[config.mk]
export PLATFORM = sky130hd
export DESIGN_NAME = ddr2_avl_memtest
export DESIGN_NICKNAME = d
export VERILOG_FILES = /design/src/rtl/ddr2_avl_memtest.sv
export SDC_FILE = /design/constraint.sdc
export NUM_CORES = 1
export LEC_CHECK = 0
export BUFFER_PORTS_ARGS = -buffer_cell sky130_fd_sc_hd__buf_2
export CAP_MARGIN = 20
export CORE_MARGIN = 3
export CORE_UTILIZATION = 45
export DETAILED_ROUTE_END_ITERATION = 6
export PLACE_DENSITY = 0.74
export SYNTH_ARGS = -nofsm -noshare
export SYNTH_HDL_FRONTEND = slang
export SYNTH_SLANG_ARGS = --single-unit
[constraint.sdc]
create_clock -name CLK -period 3.52 [get_ports CLK]
set_clock_uncertainty 0.2 [all_clocks]
set_input_delay 0.88 -clock CLK [delete_from_list [all_inputs] [get_ports CLK]]
set_output_delay 0.88 -clock CLK [all_outputs]
set_load 0.05 [all_outputs]
[src/rtl/ddr2_avl_memtest.sv]
`default_nettype none
// ============================================================================
// Module : ddr2_avl_memtest
// Brief  : Avalon-MM write/read-back pattern tester for the DDR2 UniPHY port.
// Rev    : 1.0 - initial release
// ============================================================================
module ddr2_avl_memtest #(
  parameter logic [23:0] START_ADDR = 24'h000000,
  parameter logic [23:0] END_ADDR   = 24'h000FFF,
  parameter int          MAX_OUTST  = 8,
  parameter int          TIMEOUT    = 4096
) (
  input  logic        CLK,
  input  logic        nRST,
  input  logic        start,
  input  logic        local_init_done,
  input  logic        local_cal_success,
  input  logic        local_cal_fail,
  input  logic        avl_ready,
  output logic        avl_burstbegin,
  output logic [23:0] avl_addr,
  output logic        avl_write_req,
  output logic        avl_read_req,
  output logic [63:0] avl_wdata,
  output logic        avl_size,
  input  logic        avl_rdata_valid,
  input  logic [63:0] avl_rdata,
  output logic        busy,
  output logic        done,
  output logic        pass,
  output logic [15:0] err_count,
  output logic [23:0] first_err_addr,
  output logic        cal_fail,
  output logic        timeout
);

  localparam int          TW          = $clog2(TIMEOUT) + 1;
  localparam logic [3:0]  c_max_outst = 4'(MAX_OUTST);
  localparam logic [TW-1:0] c_tmo_last = TW'(TIMEOUT - 1);

  localparam logic [2:0] S_IDLE     = 3'd0;
  localparam logic [2:0] S_WAIT_CAL = 3'd1;
  localparam logic [2:0] S_WRITE    = 3'd2;
  localparam logic [2:0] S_READ     = 3'd3;
  localparam logic [2:0] S_DRAIN    = 3'd4;
  localparam logic [2:0] S_DONE     = 3'd5;

  function automatic logic [63:0] pattern(input logic [23:0] a);
    pattern = {8'hA5, a, ~{8'hA5, a}};
  endfunction

  logic [2:0]    r_state, w_next_state;
  logic [23:0]   r_wa, r_ra, r_ca, r_first;
  logic [3:0]    r_outst, w_outst_nxt;
  logic [TW-1:0] r_tmo;
  logic [15:0]   r_err;
  logic          r_held, r_done, r_cal_fail, r_timeout;
  logic          w_wr_req, w_rd_req, w_wr_acc, w_rd_acc;
  logic          w_checking, w_ret, w_tmo_run, w_tmo_hit, w_mismatch;

  assign w_wr_req    = (r_state == S_WRITE);
  assign w_rd_req    = (r_state == S_READ) && (r_outst < c_max_outst);
  assign w_wr_acc    = w_wr_req && avl_ready;
  assign w_rd_acc    = w_rd_req && avl_ready;
  assign w_checking  = (r_state == S_READ) || (r_state == S_DRAIN);
  // Returns with nothing outstanding are stray and never reach the checker.
  assign w_ret       = w_checking && avl_rdata_valid && (r_outst != 4'd0);
  assign w_outst_nxt = r_outst + 4'(w_rd_acc) - 4'(w_ret);
  assign w_tmo_run   = w_checking && (r_outst != 4'd0) && !avl_rdata_valid;
  assign w_tmo_hit   = w_tmo_run && (r_tmo == c_tmo_last);
  assign w_mismatch  = w_ret && (avl_rdata != pattern(r_ca));

  always_ff @(posedge CLK or negedge nRST) begin
    if (!nRST) r_state <= S_IDLE;
    else       r_state <= w_next_state;
  end

  always_comb begin
    w_next_state = r_state;
    case (r_state)
      S_IDLE:     if (start) w_next_state = S_WAIT_CAL;
      S_WAIT_CAL: begin
        if (local_cal_fail)                              w_next_state = S_DONE;
        else if (local_init_done && local_cal_success)   w_next_state = S_WRITE;
      end
      S_WRITE:    if (w_wr_acc && (r_wa == END_ADDR)) w_next_state = S_READ;
      S_READ: begin
        if (w_tmo_hit)                            w_next_state = S_DONE;
        else if (w_rd_acc && (r_ra == END_ADDR))  w_next_state = S_DRAIN;
      end
      S_DRAIN: begin
        if (w_tmo_hit || (w_outst_nxt == 4'd0))   w_next_state = S_DONE;
      end
      S_DONE:     w_next_state = S_IDLE;
      default:    w_next_state = S_IDLE;
    endcase
  end

  // Command outputs are decoded from registers only, so reset drops them at once.
  always_comb begin
    avl_write_req  = w_wr_req;
    avl_read_req   = w_rd_req;
    avl_burstbegin = (w_wr_req || w_rd_req) && !r_held;
    avl_addr       = 24'd0;
    avl_wdata      = 64'd0;
    if (w_wr_req) begin
      avl_addr  = r_wa;
      avl_wdata = pattern(r_wa);
    end else if (w_rd_req) begin
      avl_addr  = r_ra;
    end
    avl_size       = 1'b1;
    busy           = (r_state != S_IDLE) && (r_state != S_DONE);
    done           = r_done;
    pass           = r_done && (r_err == 16'd0) && !r_cal_fail && !r_timeout;
    err_count      = r_err;
    first_err_addr = r_first;
    cal_fail       = r_cal_fail;
    timeout        = r_timeout;
  end

  always_ff @(posedge CLK or negedge nRST) begin
    if (!nRST) begin
      r_wa       <= 24'd0;
      r_ra       <= 24'd0;
      r_ca       <= 24'd0;
      r_first    <= 24'd0;
      r_outst    <= 4'd0;
      r_tmo      <= '0;
      r_err      <= 16'd0;
      r_held     <= 1'b0;
      r_done     <= 1'b0;
      r_cal_fail <= 1'b0;
      r_timeout  <= 1'b0;
    end else if ((r_state == S_IDLE) && start) begin
      r_wa       <= START_ADDR;
      r_ra       <= START_ADDR;
      r_ca       <= START_ADDR;
      r_first    <= 24'd0;
      r_outst    <= 4'd0;
      r_tmo      <= '0;
      r_err      <= 16'd0;
      r_held     <= 1'b0;
      r_done     <= 1'b0;
      r_cal_fail <= 1'b0;
      r_timeout  <= 1'b0;
    end else begin
      // A request left unaccepted is held, so the next cycle is not a new command.
      r_held  <= (w_wr_req || w_rd_req) && !avl_ready;
      r_outst <= w_outst_nxt;
      r_tmo   <= w_tmo_run ? r_tmo + 1'b1 : '0;
      if (w_wr_acc) r_wa <= r_wa + 24'd1;
      if (w_rd_acc) r_ra <= r_ra + 24'd1;
      if (w_ret)    r_ca <= r_ca + 24'd1;
      if (w_mismatch) begin
        if (r_err != 16'hFFFF) r_err   <= r_err + 16'd1;
        if (r_err == 16'd0)    r_first <= r_ca;
      end
      if ((r_state == S_WAIT_CAL) && local_cal_fail) r_cal_fail <= 1'b1;
      if (w_tmo_hit)                  r_timeout <= 1'b1;
      if (w_next_state == S_DONE)     r_done    <= 1'b1;
    end
  end

endmodule
`default_nettype wire

==> summary.txt <==
Run status
  – Status: complete, no violations

Pwr
  – Pint: 3.33 mW
  – Clock share of power: 0.347
  – Pwr Density: 541 nW/um^2
  – Logic pwr share: 0.321
  – Net Sw Power: 1.99 mW
  – Leakage: 5.25 nW
  – Flop pwr share: 0.332
  – Switch share: 0.374
  – Peak supply drop: 399 uV

Logic synthesis
  – Async SR Flop Fraction: 1.00
  – Syn Std Cell Area: 8050 um^2
  – Number of flops mapped to enable cells by yosys: 0
  – Cells after synthesis: 891
  – Most used DFF post-synth: dfrtp_1
  – Syn avg cell area: 9.03 um^2
  – Post-synthesis sequential area ratio: 0.423
  – Syn. warnings: 0
  – Synth unique cells: 57
  – #FFs+latches synth: 136

Cells and area
  – Nets@finish: 1164
  – Final core utilization: 0.565
  – # fillers: 1581
  – Most frequent cells in the layout: 198 x buf_2, 136 x dfrtp_1, 122 x nor2_1, 73 x nand2_1, 62 x xnor2_1
  – Most common cell after layout, fill and taps aside: buf_2
  – Cell area after layout: 9850 um^2
  – Area grow syn2layout: 22.3%
  – Share of layout cells above drive strength 1: 0.239
  – Ant diodes: 0

STA
  – Rel. slew slack: 0.402
  – Tightest Pin Transition: 0.890 ns
  – Period utilization: 0.956
  – Final worst setup slack: 0.155 ns
  – Final Setup Violations: 0
  – Total negative slack: 0 ns
  – Final hold vios: 0
  – RSZ-0062 raised after global routing: no
  – Final Slew Violations: 0
  – Min Tclk post-route: 3.36 ns
  – Max Freq: 297 MHz

Global routing
  – Total track usage: 0.218
  – Met2 Usage GRT: 0.362
  – Met3 Resource Use GR: 0.0447
  – Pin count of the biggest net entering global routing: 67
  – Initial antenna violation count: 0
  – First-pass GRT wire length: 35100 um
  – GR Util met1: 0.289
  – Grt ovf: 0
  – Layer with the highest usage: met2
  – Number of global-route vias before repair: 6957

Critical path
  – Critical path launch point type: flip-flop
  – CP Max Fanout: 27
  – Largest stage delay, worst path: 0.56 ns
  – CP Buf/Inv Count: 2
  – Crit Path Category: flip-flop to primary output
  – Nature of the critical path endpoint: primary output
  – WP data arrival: 2.28 ns
  – CP top delay family: simple AND/OR/NAND/NOR gates
  – Slowest CP cell: or3b_2
  – Worst endpoint required time: 2.44 ns
  – Sequence of cells on the critical path: or3b_2 -> buf_4 -> nor2_1 -> a21o_1 -> buf_2

Placement
  – Post-Place Setup Slack: 0.209 ns
  – IO buf count: 199
  – Hpwl dp: 15700 um
  – Dpl cell area: 9240 um^2
  – Routability congestion estimate: 0.893

Clocking
  – CTS Buf Count: 17
  – Worst skew pair latency: 0.43 ns
  – Clk slew on worst S/H paths: 0.06 ns
  – H-tree lvl count: 4
  – Clock Sinks: 136
  – Root buffer cell: clkbuf_16
  – CTS tree: done
  – Hold buffers post-CTS: 0
  – Max Root-Sink Buffers: 2

Die
  – I/O pins: 209
  – Initial Util: 0.462
  – DIE HEIGHT: 140 um
  – Die footprint: 19500 um^2
  – Core area: 17400 um^2
  – Cell Rows: 48
  – Die X: 140 um

Detailed routing
  – Iter 0 DRT Violations: 562
  – WL per Instance: 16.3 um
  – Vias: 7146
  – ANT nets after route: 0
  – DR pass1 iterations: 5
  – Vias/cell: 5.43
  – DRC Markers: 0
  – Total Wirelength: 21500 um

Run
  – Max-Cap Viols: 0

Hold path
  – Hold Path Class: input pin to async pin
[final timing paths]
| kind | start | endpoint | slack, ns | cells after the start |
|---|---|---|---|---|
| min | nRST | err_count[4] | 0.27 | 1 |
| min in group CLK | r_tmo[0] | r_tmo[0] | 0.29 | 1 |
| max reg2reg | r_outst[2] | done | 0.21 | 14 |
| min reg2reg | r_tmo[0] | r_tmo[0] | 0.29 | 1 |
| max in group asynchronous | nRST | r_ra[16] | 2.09 | 2 |
| max | r_state[2] | avl_addr[11] | 0.16 | 5 |
[final cells by class]
type                       instances  area, um^2  share of cell area
timing repair buffer             220        1180               0.120
clock inverter                     8         146              0.0149
clock buffer                      23         458              0.0465
sequential                       136        3400               0.346
multi-input combinational        664        4220               0.428
inverter                          41         156              0.0159
tap                              225         282              0.0286
[routing by layer]
layer,part of all wire,vias to the layer above
met3,0.070,34
met5,0,-
li1,-,3402
met1,0.43,3430
met4,0.017,0
met2,0.48,280
[power by group through the flow]
| stage | sequential, mW | combinational [mW] | clock [mW] |
|---|---|---|---|
| floorplan | 1.82 | 1.23 | 0 |
| global placement | 1.79 | 1.69 | 0 |
| detailed placement | 1.79 | 1.70 | 0 |
| CTS | 1.76 | 1.71 | 1.88 |
| global route | 1.78 | 1.84 | 1.94 |
| finish | 1.77 | 1.71 | 1.85 |
[stage by stage]
step           cells  power [mW]  hold WS (ns)
2_1_floorplan    898        3.05         0.255
3_3_place_gp    1286        3.48         0.284
3_5_place_dp    1286        3.50         0.302
4_1_cts         1317        5.36         0.277
5_1_grt         1317        5.56         0.307
6_report        1317        5.32         0.271
[synth_stat cells (19+ instances only)]
cell type / instances / area share
dfrtp_1: 136 / 0.42
a21o_1: 25 / 0.023
clkbuf_1: 21 / 0.0098
nor2_1: 123 / 0.057
nor4_1: 21 / 0.016
nand3_1: 36 / 0.022
a21oi_1: 21 / 0.013
nand2_1: 73 / 0.034
nand4_1: 37 / 0.029
and3_1: 19 / 0.015
and2_1: 26 / 0.020
xor2_1: 49 / 0.053
xnor2_1: 62 / 0.067
inv_1: 39 / 0.018
mux2i_1: 36 / 0.045
[kinds of logic (layout without fill, tap and decap cells)]
kind of cell | after synthesis | in the layout | synth area share
xor+xnor | 111 | 111 | 0.121
fa+ha+maj | 12 | 12 | 0.0196
other cells | 2 | 9 | 0.000933
compound gates | 75 | 75 | 0.0595
flops | 136 | 136 | 0.423
mux | 36 | 36 | 0.0448
simple gates | 421 | 421 | 0.273
buf+inv | 98 | 292 | 0.0588
[sequential cells by signal, indices dropped and copies added, names as in the netlist]
name	flops
first_err_addr	24
timeout	1
err_count	16
cal_fail	1
r_held	1
r_ra	24
r_wa	24
r_tmo	13
r_state	3
r_outst	4
r_ca	24
done	1
[worst reg2reg max path, stage by stage, from the launching register on]
cell and delay (ns):
dfrtp_1 0.36, inv_1 0.08, ha_1 0.15, or3b_2 0.45, o211ai_1 0.14, inv_2 0.06
ha_1 0.28, inv_1 0.04, ha_1 0.20, and3_1 0.19, or3_1 0.36, nand4_1 0.11
a21oi_1 0.07, a211o_1 0.30, a22o_1 0.20
[timing repair]
item	in CTS	in global routing
resized for setup	0	2
setup endpoints to repair	0	40
buffers inserted	0	0
Note: power is estimated with default switching activity, not from simulation.
